$ cat src/rtl/shift_sched.sv
// Two-requester round-robin barrel-free shifter: one 2^k stage per cycle,
// with early-out for out-of-range amounts and optionally for zero amounts.
module shift_sched #(
  parameter bit EARLY_ZERO = 1'b0
) (
  input  logic        clk,
  input  logic        rst,
  input  logic        req0_valid,
  output logic        req0_ready,
  input  logic [31:0] req0_a,
  input  logic [31:0] req0_b,
  input  logic [1:0]  req0_mode,
  input  logic        req1_valid,
  output logic        req1_ready,
  input  logic [31:0] req1_a,
  input  logic [31:0] req1_b,
  input  logic [1:0]  req1_mode,
  output logic        resp_valid,
  input  logic        resp_ready,
  output logic        resp_id,
  output logic [31:0] resp_c,
  output logic        busy
);

  typedef enum logic [1:0] {
    IDLE,
    SHIFT,
    DONE
  } state_e;

  state_e      state_q, state_d;
  logic [2:0]  k_q, k_d;
  logic [31:0] w_q, w_d;
  logic [4:0]  amt_q, amt_d;
  logic [1:0]  mode_q, mode_d;
  logic        sign_q, sign_d;
  logic        id_q, id_d;
  logic        last_q, last_d;

  logic        gnt0, gnt1;
  logic [31:0] sel_a, sel_b;
  logic [1:0]  sel_mode;
  logic [4:0]  sh;
  logic [31:0] fill, sh_l, sh_r;

  always_ff @(posedge clk or posedge rst) begin
    if (rst) begin
      state_q <= IDLE;
      k_q     <= '0;
      w_q     <= '0;
      amt_q   <= '0;
      mode_q  <= '0;
      sign_q  <= 1'b0;
      id_q    <= 1'b0;
      last_q  <= 1'b1;
    end else begin
      state_q <= state_d;
      k_q     <= k_d;
      w_q     <= w_d;
      amt_q   <= amt_d;
      mode_q  <= mode_d;
      sign_q  <= sign_d;
      id_q    <= id_d;
      last_q  <= last_d;
    end
  end

  // Stage k moves the word by 2^k; SRA fills with the latched sign bit.
  always_comb begin
    sh   = 5'd1 << k_q;
    fill = (mode_q == 2'b10) ? {32{sign_q}} : '0;
    sh_l = w_q << sh;
    sh_r = (w_q >> sh) | (fill & ~({32{1'b1}} >> sh));
  end

  always_comb begin
    gnt0     = req0_valid && (!req1_valid || last_q);
    gnt1     = req1_valid && !gnt0;
    sel_a    = gnt1 ? req1_a : req0_a;
    sel_b    = gnt1 ? req1_b : req0_b;
    sel_mode = gnt1 ? req1_mode : req0_mode;
  end

  always_comb begin
    state_d    = state_q;
    k_d        = k_q;
    w_d        = w_q;
    amt_d      = amt_q;
    mode_d     = mode_q;
    sign_d     = sign_q;
    id_d       = id_q;
    last_d     = last_q;
    req0_ready = 1'b0;
    req1_ready = 1'b0;
    unique case (state_q)
      IDLE: begin
        req0_ready = gnt0 && !rst;
        req1_ready = gnt1 && !rst;
        if (gnt0 || gnt1) begin
          last_d = gnt1;
          id_d   = gnt1;
          amt_d  = sel_b[4:0];
          mode_d = sel_mode;
          sign_d = sel_a[31];
          k_d    = '0;
          if (|sel_b[31:5]) begin
            state_d = DONE;
            w_d = (sel_mode == 2'b10) ? {32{sel_a[31]}} : '0;
          end else if (EARLY_ZERO && sel_b == '0) begin
            state_d = DONE;
            w_d     = sel_a;
          end else begin
            state_d = SHIFT;
            w_d     = sel_a;
          end
        end
      end
      SHIFT: begin
        if (amt_q[k_q]) w_d = (mode_q == 2'b00) ? sh_l : sh_r;
        k_d = k_q + 3'd1;
        if (k_q == 3'd4) begin
          state_d = DONE;
          k_d     = '0;
        end
      end
      DONE: begin
        if (resp_ready) state_d = IDLE;
      end
      default: state_d = IDLE;
    endcase
  end

  assign resp_valid = (state_q == DONE);
  assign resp_c     = w_q;
  assign resp_id    = id_q;
  assign busy       = (state_q != IDLE);

endmodule

$ cat config.mk
export PLATFORM = sky130hd
export DESIGN_NAME = shift_sched
export DESIGN_NICKNAME = d
export VERILOG_FILES = /design/src/rtl/shift_sched.sv
export SDC_FILE = /design/constraint.sdc
export NUM_CORES = 1
export LEC_CHECK = 0
export BUFFER_PORTS_ARGS = -buffer_cell sky130_fd_sc_hd__buf_2
export CAP_MARGIN = 40
export CELL_PAD_IN_SITES_DETAIL_PLACEMENT = 0
export CELL_PAD_IN_SITES_GLOBAL_PLACEMENT = 1
export CORE_UTILIZATION = 42
export CTS_CLUSTER_DIAMETER = 120
export DETAILED_ROUTE_END_ITERATION = 10
export PLACE_DENSITY_LB_ADDON = 0.08
export REMOVE_ABC_BUFFERS = 1
export SLEW_MARGIN = 10
export SYNTH_ARGS = -nofsm -noshare
export SYNTH_HDL_FRONTEND = slang
export SYNTH_SLANG_ARGS = --single-unit
$ cat constraint.sdc
create_clock -name clk -period 4.15 [get_ports clk]
set_input_delay 1.245 -clock clk [delete_from_list [all_inputs] [get_ports clk]]
set_output_delay 1.245 -clock clk [all_outputs]
set_load 0.005 [all_outputs]
* Word level (Yosys, flattened, before mapping)
Index checks and enable logic that the tools add are counted.
** Storage, ports and cells
- Flip-flop bits (word level) :: 47
- Output and inout port bits :: 37
- Logic and storage cells :: 66
** Cells by class
- $add $sub $neg :: 1
- $lt $le $gt $ge :: 1
- Eq/ne operators :: 9
- Shift operators :: 4
- Muxes and demuxes :: 22
- Bitwise gates (word level) :: 3
- Reduce and logical (&&, ||, !) cells :: 18
** Operators with widths (number)
- $mux W32 :: 8
- $pmux W32 S2 :: 1
- $and A32 B32 Y32 :: 1
- $not A32 Y32 :: 1
- $or A32 B32 Y32 :: 1
- $shl A32 B5 Y32 :: 1
- $shr A32 B5 Y32 :: 1
- $shr A32 B5 Y32 const A :: 1
- $reduce_or A27 Y1 :: 1
- $mux W2 :: 5
- $eq A2 B2 Y1 const B :: 3
- $mux W3 :: 2
- $ne A2 B2 Y1 const B :: 3
- $pmux W2 S3 :: 1
- $pmux W3 S2 :: 1
- $reduce_and A3 Y1 :: 2
- $shl A1 B3 Y5 const A :: 1
- $logic_and A1 B1 Y1 :: 4
- $logic_not A2 Y1 :: 2
- $lt A3 B4 Y1 const B :: 1
- $reduce_and A2 Y1 :: 2
- $reduce_bool A2 Y1 :: 2
- $add A3 B1 Y3 const B :: 1
- $bmux W1 S3 :: 1
- 6 further kinds :: 11

* Depth between registers and ports, before layout
Gate-level depths: netlist of run 1.
- Depth in word-level cells :: 11
- Gate-level depth with buffers :: 13
- Gate-level depth less buffers :: 9

* Worst setup path before layout of run 1
No wires, ideal clock.
- Path kind :: input port to output port
- Start :: in req1_valid
- End :: out req1_ready
- Data arrival time :: 2.225 ns
- Slack :: 0.680 ns
- Cell stages on the path :: 5
- Cells stage by stage :: a21bo_2 buf_2 buf_1 clkbuf_1 nor3_1
** On the way
- Word-level cells in the longest chain between the ends :: 7
** Ends and longest elaborated chain
- start: declaration :: line 13 : input logic req1_valid,
- $logic_not A1 Y1 :: line 77 : gnt0 = req0_valid && (!req1_valid || last_q);
- $logic_or A1 B1 Y1 :: line 77
- $logic_and A1 B1 Y1 :: line 77
- $logic_not A1 Y1 :: line 78 : gnt1 = req1_valid && !gnt0;
- $logic_and A1 B1 Y1 * :: line 78
- $logic_and A1 B1 Y1 * :: line 98 : req1_ready = gnt1 && !rst;
- $mux W1 * :: line 95 : unique case (state_q)
- end: declaration :: line 14 : output logic req1_ready,
Mark *: on every way between the ends. The rest lies on a longest branch, timed or not.

* Final worst setup path of run 1
- Start :: reg k_q[1]
- End :: reg w_q[14] (netlist: resp_c[14])
** On the way
- Word-level cells in the longest chain between the ends :: 8
- Elaborated cells on any way between the ends :: 14
- Classes of those cells :: eq/ne (1); shift (4); mux (5); bitwise (3); reduce/logical (1)
** Ends and longest elaborated chain
- start: declaration :: line 32 : logic [2:0] k_q, k_d;
- start signal: assignment :: line 58 : k_q <= k_d;
- $shl A1 B3 Y5 :: line 70 : sh = 5'd1 << k_q;
- $shr A32 B5 Y32 :: line 73 : sh_r = (w_q >> sh) | (fill & ~({32{1'b1}} >> sh));
- $not A32 Y32 :: line 73
- $and A32 B32 Y32 :: line 73
- $or A32 B32 Y32 :: line 73
- $mux W32 (2 in series) :: line 119 : if (amt_q[k_q]) w_d = (mode_q == 2'b00) ? sh_l : sh_r;
- $pmux W32 S2 :: line 95
- end signal: assignment :: line 59 : w_q <= w_d;
- end: declaration :: line 33 : logic [31:0] w_q, w_d;
Parallel ways exist; a longest one is shown, timed or not. The select of a mux whose other input is x is not followed.
A chain may end at the register's enable or synchronous reset.

==> metrics.md, run 1 <==
| Metric | Value |
|---|---|
| Most used DFF post-synth | `dfrtp_1` |
| Critical path startpoint | `k_q[1]` |
| Die Ht | `between 100 and 150 µm` |
| Htree depth | `2` |
| Initial Utilization | `0.435` |
| Worst-margin pin slew | `between 700 and 800 ps` |
| Arrival @ worst endpoint | `around 3700 ps` |
| FF-to-FF path depth | `10` |
| Unrepaired setup endpoints after global routing | `false` |
| Combinational power share | `0.550` |
| Clock Sinks | `47` |
| Routed WL | `between 30 and 40 mm` |
| Vias per cell | `approximately 6.8` |
| Post-synthesis xor/xnor area fraction | `0` |
| DR iter-0 viols | `between 1k and 1.5k` |
| First-pass GRT wire length | `about 50 mm` |
| Internal | `between 1500 and 2000 µW` |
| GR Util met1 | `0.546` |
| Post-DRT Antenna Nets | `0` |
| Post-cts gate resize count | `0` |
| Cell row count | `between 40 and 50` |
| Post-synthesis adder-cell area fraction | `0.00939` |
| Startpoint types | `flop` |
| Reg-to-reg critical path startpoint | `k_q[1]` |
| Area leader, netlist | `dfrtp_1` |
| Final core utilization | `0.525` |
| Skew final | `9.13 ps` |
| Critical Path End | `resp_c[14]` |
| GR peak layer | `met2` |
| Clk buf depth | `2` |
| Synth top area share | `0.173` |
| Synthesized area per cell | `between 6 and 7 µm²` |
| Switching Share | `0.531` |
| Clk pwr share | `0.128` |
| Psw | `between 1500 and 2000 µW` |
| Yosys warnings | `0` |
| Layout cells sized above 1 | `0.251` |
| Post-synth top cells | `150 x nand2_1, 111 x a21oi_1, 79 x mux2i_1, 74 x nor2_1, 67 x o21ai_0` |
| Pre-Repair DR Iteration Count | `6` |
| Flops & latches, synth | `between 40 and 50` |
| Ant diodes | `0` |
| Tmin final | `between 3000 and 4000 ps` |
| Distinct cells, synth | `74` |
| Die footprint | `approximately 16000 µm²` |
| TritonCTS clock tree | `yes` |
| Layout Nets | `roughly 1.2k` |
| Largest family of logic cells by synthesized area | `compound AO/OA/AOI/OAI gates` |
| Root buffer cell | `clkbuf_16` |
| Outcome | `complete, no violations` |
| Flop pwr share | `0.322` |
| Die Span X | `between 100 and 150 µm` |
| Met2 GRT Util | `0.637` |
| # port buffers | `between 150 and 200` |
| Largest cells by area after synthesis | `dfrtp_1 17%, mux2i_1 12%, nand2_1 8.5%` |
| Overall routing resource usage | `0.422` |
| Final hold vios | `0` |
| Hold/Removal Path Class | `reg2reg` |
| Top-count cell post-synth | `nand2_1` |
| Max-cap violations | `0` |
| Crit Path Max Fanout | `13` |
| CTS Buf Count | `5` |
| Setup CP Type | `reg2reg` |
| Sequential area share after synthesis | `0.177` |
| Fmax | `around 290 MHz` |
| Simple-Gate Fraction of Synth Area | `0.228` |
| Max incr delay on CP | `between 500 and 600 ps` |
| CP endpoint kind | `flop` |
| TNS Setup | `0 ps` |
| Cell Pwr Density | `around 420 nW/µm²` |
| Final period utilization | `0.844` |
| Post-synthesis mux area share | `0.154` |
| Critical-path cell list | `inv_1 > ha_2 > nor2b_2 > buf_12 > mux2i_1 > nor2_1 > a311oi_1 > o21ai_0 > a2111oi_0 > a21oi_1` |
| Initial antenna violation count | `0` |
| Post-detail-place hpwl | `26.6 mm` |
| Number of flops mapped to enable cells by yosys | `0` |
| Vias | `around 9.0k` |
| Place WS | `between 500 and 600 ps` |
| Routability Congestion | `roughly 1.1` |
| Global routing usage on met3 | `0.107` |
| Slew margin rel. | `0.467` |
| Vias in the first global route | `between 8k and 9k` |
| Hold buffer count at cts | `0` |
| RR Endpoint | `resp_c[14]` |
| Average wire per standard cell | `26.3 µm` |
| Core ar. | `15300 µm²` |
| FILL cells | `1594` |
| Largest net degree at the start of global routing | `28` |
| Final Max Slew Viols | `0` |
| DRC | `0` |
| Cells after Synth | `between 900 and 1k` |
| Final worst slack | `about 650 ps` |
| LEAKAGE | `0.00347 µW` |
| I/O pin count | `around 170` |
| Asr flop ratio synth | `1.00` |
| Skew-Pair Late Insertion Delay | `300 ps` |
| Area grow syn2layout | `20.6%` |
| Required time of the critical path | `4320 ps` |
| CTS clk-pin slew, worst paths | `about 70 ps` |
| Setup Viol. Count Final | `0` |
| Post-CTS Setup Bufs | `0` |
| Gr ovfl total | `0` |
| Mapped Area | `between 6000 and 7000 µm²` |
| R2R Setup Slk | `about 650 ps` |
| Crit-path slowest cell | `a2111oi_0` |
| Maximum VDD drop | `0.216 mV` |
| Area fraction in compound gates after synthesis | `0.364` |
-- power by group through the flow --
stage          registers [µW]  clock network [µW]  logic (µW)
2_1_floorplan             871                   0        1080
3_3_place_gp             1070                   0        1810
3_5_place_dp             1070                   0        1790
4_1_cts                  1060                 436        1800
5_1_grt                  1100                 452        1990
6_report                 1100                 435        1870
-- routing by layer --
layer | routed length (µm) | share of wire
met1 | 13300 | 0.38
met2 | 14800 | 0.43
met4 | 2100 | 0.061
met5 | 0 | 0
met3 | 4340 | 0.13
-- sequential cells by signal, summed over array words and instances (netlist names) --
register / cells
amt_q: 5
mode_q: 2
resp_id: 1
state_q: 2
sign_q: 1
last_q: 1
resp_c: 32
k_q: 3
-- cells in the final DEF (no fill, tap or decap), types with 7 or more instances in the layout --
master,netlist,final
a211oi_1,18,18
a21oi_1,111,111
a221oi_1,10,10
a22oi_1,17,17
a31oi_1,33,33
buf_2,30,173
buf_4,3,58
dfrtp_1,46,46
inv_1,8,7
mux2_2,7,7
mux2i_1,79,79
mux4_2,7,7
nand2_1,150,150
nand3_1,31,31
nor2_1,74,74
nor2b_1,14,11
nor3_1,16,16
nor4_1,14,14
o21ai_0,67,67
o221ai_1,17,17
o22ai_1,20,20
-- worst min-delay path by stage --
stage,endpoint,cells after the start,slack (ps),from
finish,sign_q,2,490,sign_q
global route,sign_q,2,510,sign_q
CTS,sign_q,2,490,sign_q
detailed placement,sign_q,2,470,sign_q
global placement,resp_id,2,460,resp_id
floorplan,sign_q,2,450,sign_q
-- critical path, delay by kind of cell (launching register included) --
kind | cells | cell delay (ps)
compound gates | 4 | 1210
fa+ha+maj | 1 | 340
buf+inv | 2 | 360
flops | 1 | 440
mux | 1 | 370
simple gates | 2 | 640
-- cell type report --
cell class	count	area (µm²)	share of cell area
inverters	11	41.3	0.00514
clock inverters	2	16.3	0.00202
multi-input cells	806	5060	0.629
well taps	211	264	0.0329
repair buffers	233	1340	0.167
clock buffers	6	139	0.0173
flip-flops and latches	47	1180	0.147
-- stage by stage --
| step | area [µm²] | power, µW | hold WS (ps) | cells |
|---|---|---|---|---|
| 2_1_floorplan | 6260 | 1950 | 446 | 864 |
| 3_3_place_gp | 7850 | 2880 | 458 | 1305 |
| 3_5_place_dp | 7880 | 2860 | 470 | 1308 |
| 4_1_cts | 8040 | 3300 | 486 | 1316 |
| 5_1_grt | 8040 | 3540 | 506 | 1316 |
| 6_report | 8040 | 3410 | 495 | 1316 |
-- cell families after synthesis --
family | after synthesis
flops | 47
buf+inv | 106
simple gates | 337
fa+ha+maj | 5
compound gates | 371
mux | 93
(Power assumes the default switching activity.)
==> inputs of run 2 (changes only) <==
- CORE_UTILIZATION: 42 -> 39
- clock period: 4.15 -> 3.7 ns (I/O delays scaled with it)
==> run 2 against run 1 <==
  * Core utilization fell by 3.3 points
  * Count of clock-buffer cells in the layout down 1
  * Sequential share of layout area decreased by 0.26 points
  * Maximum frequency grew 3.8%
  * Worst hold slack better by 6.0 ps
  * Non-clock buffer count increased by 12
  * Final cell count increased by 1.6%
  * Critical path type unchanged
  * Highest routed layer unchanged
==> metrics.md, run 2 (synthesis gave the netlist of run 1 again) <==
| Metric | Value |
|---|---|
| Skew final | `7.47 ps (was 9.13 ps)` |
| Vias | `9031 (was 9001)` |
| Startpoint types | `flop (unchanged)` |
| Vias in the first global route | `8404 (was 8240)` |
| Max-cap violations | `0 (unchanged)` |
| TNS Setup | `0 ps (unchanged)` |
| Worst hold start | `resp_id (was sign_q)` |
| Layout Cells excl Fill | `1337 (was 1316)` |
| Arrival @ worst endpoint | `3600 ps (was 3680 ps)` |
| Most common cell after layout, fill and taps aside | `buf_2 (unchanged)` |
| Combinational power share | `0.548 (was 0.550)` |
| TritonCTS clock tree | `yes (unchanged)` |
| Largest register FFs | `32 (unchanged)` |
| Routed WL | `35.3 mm (was 34.6 mm)` |
| Vias per cell | `6.75 (was 6.84)` |
| # port buffers | `173 (unchanged)` |
| Gr ovfl total | `0 (unchanged)` |
| Most frequent cells in the layout | `173 x buf_2, 150 x nand2_1, 111 x a21oi_1 (unchanged)` |
| Initial antenna violation count | `0 (unchanged)` |
| Cell row count | `47 (was 45)` |
| Die footprint | `17600 µm² (was 16400 µm²)` |
| Final Max Slew Viols | `0 (unchanged)` |
| Final hold vios | `0 (unchanged)` |
| Post-DRT Antenna Nets | `0 (unchanged)` |
| Critical path startpoint | `k_q[0] (was k_q[1])` |
| Reg-to-reg critical path startpoint | `k_q[0] (was k_q[1])` |
| FF-to-FF path depth | `10 (unchanged)` |
| Root buffer cell | `clkbuf_16 (unchanged)` |
| Initial Utilization | `0.400 (was 0.435)` |
| Global routing usage on met3 | `0.0816 (was 0.107)` |
| CP dominant cell by count | `nor2_1` |
| Die Span X | `133 µm (was 128 µm)` |
| Largest net degree at the start of global routing | `40 (was 28)` |
| Hold WS | `501 ps (was 495 ps)` |
| CTS clk-pin slew, worst paths | `70 ps (about the same)` |
| Final period utilization | `0.912 (was 0.844)` |
| Layout Nets | `1258 (was 1246)` |
| Routability Congestion | `1.14 (was 1.07)` |
| Unrepaired setup endpoints after global routing | `false (unchanged)` |
| Overall routing resource usage | `0.397 (was 0.422)` |
| Critical-path cell list | `inv_1 > ha_2 > nor2b_2 > nor2_1 > buf_4 > a22o_1 > nor2_1 > nor3_1 > a2111oi_0 > o32a_1 (was inv_1 > ha_2 > nor2b_2 > buf_12 > mux2i_1 > nor2_1 > a311oi_1 > o21ai_0 > a2111oi_0 > a21oi_1)` |
| Internal | `1870 µW (was 1600 µW)` |
| R2R Setup Slk | `330 ps (was 650 ps)` |
| Maximum VDD drop | `0.241 mV (was 0.216 mV)` |
| RR Endpoint | `resp_c[29] (was resp_c[14])` |
| Htree depth | `2 (unchanged)` |
| Switching Share | `0.527 (was 0.531)` |
| Layout cells sized above 1 | `0.259 (was 0.251)` |
| Setup CP Type | `reg2reg (unchanged)` |
| Setup Viol. Count Final | `0 (unchanged)` |
| Clk buf depth | `2 (unchanged)` |
| Required time of the critical path | `3930 ps (was 4320 ps)` |
| Area grow syn2layout | `22.8% (was 20.6%)` |
| Psw | `2090 µW (was 1810 µW)` |
| LEAKAGE | `0.00355 µW (was 0.00347 µW)` |
| Clock Sinks | `47 (unchanged)` |
| Hold buffer count at cts | `0 (unchanged)` |
| I/O pin count | `174 (unchanged)` |
| First-pass GRT wire length | `52.8 mm (was 51.4 mm)` |
| Flop pwr share | `0.312 (was 0.322)` |
| Tmin final | `3370 ps (was 3500 ps)` |
| Die Ht | `133 µm (was 128 µm)` |
| Outcome | `complete, no violations (unchanged)` |
| DR iter-0 viols | `1617 (was 1420)` |
| Critical Path End | `resp_c[29] (was resp_c[14])` |
| CTS Buf Count | `5 (unchanged)` |
| Post-detail-place hpwl | `26.9 mm (was 26.6 mm)` |
| DRC | `0 (unchanged)` |
| Final core utilization | `0.491 (was 0.525)` |
| GR Util met1 | `0.537 (was 0.546)` |
| Max incr delay on CP | `560 ps (was 540 ps)` |
| Pre-Repair DR Iteration Count | `6 (unchanged)` |
| Crit Path Max Fanout | `11 (was 13)` |
| Met2 GRT Util | `0.596 (was 0.637)` |
| Post-CTS Setup Bufs | `0 (unchanged)` |
| Post-cts gate resize count | `0 (unchanged)` |
| Worst-margin pin slew | `954 ps (was 797 ps)` |
| Hold/Removal Path Class | `reg2reg (unchanged)` |
| Skew-Pair Late Insertion Delay | `300 ps (about the same)` |
| Core ar. | `16600 µm² (was 15300 µm²)` |
| Ant diodes | `0 (unchanged)` |
| Crit-path slowest cell | `a2111oi_0 (unchanged)` |
| CP endpoint kind | `flop (unchanged)` |
| Placed Cells | `1329 (was 1308)` |
| Slew margin rel. | `0.364 (was 0.467)` |
| GR peak layer | `met2 (unchanged)` |
| Cell Pwr Density | `483 nW/µm² (was 424 nW/µm²)` |
| Clk pwr share | `0.140 (was 0.128)` |
| Fmax | `296 MHz (was 286 MHz)` |
| Average wire per standard cell | `26.4 µm (was 26.3 µm)` |
## run 2: cell count changes in the layout (fill, tap and decap cells not counted)
cell / before / now
bufinv_16: 0 / 1
inv_6: 0 / 1
buf_12: 2 / 4
clkbuf_8: 1 / 0
buf_4: 58 / 68
clkinvlp_4: 1 / 0
## run 2: critical path: cells and delay by family (launching register included)
| family | cells | cell delay [ps] |
|---|---|---|
| and+or+nand+nor | 4 | 1120 |
| buffers and inverters | 2 | 320 |
| adders and majority gates | 1 | 400 |
| DFF | 1 | 470 |
| AOI/OAI and AO/OA | 3 | 990 |
## run 2: final cells by class
class / count / area [µm²]
clock inverters: 3 / 47.5
inverters: 11 / 41.3
repair buffers: 245 / 1460
well taps: 220 / 275
multi-input cells: 806 / 5060
fillers: 1721 / 8460
flip-flops and latches: 47 / 1180
clock buffers: 5 / 125
## run 2: how the worst min path moves through the flow
stage	to	slack, ps	depth (start not counted)
2_1_floorplan	sign_q	450	2
3_3_place_gp	resp_id	460	2
3_5_place_dp	resp_id	480	2
4_1_cts	resp_id	500	2
5_1_grt	resp_id	550	2
6_report	resp_id	500	2
## run 2: metrics by stage
step	cell area, µm²	setup WS, ps	power [µW]
finish	8180	326	3950
global route	8180	208	4110
CTS	8180	462	3830
detailed placement	8010	493	3270
global placement	7990	446	3300
floorplan	6260	-856	2190
## run 2: layer usage
metal | part of all wire | wire length (µm)
met4 | 0.061 | 2150
met3 | 0.13 | 4440
met5 | 0 | 0
met1 | 0.39 | 13700
met2 | 0.43 | 15000
## run 2: power groups by stage
stage                     registers (µW)  logic, µW  clock network [µW]
after floorplan                      977       1210                   0
after global placement              1210       2090                   0
after detailed placement            1210       2060                   0
after CTS                           1190       2080                 559
after global routing                1240       2290                 582
final                               1230       2170                 552
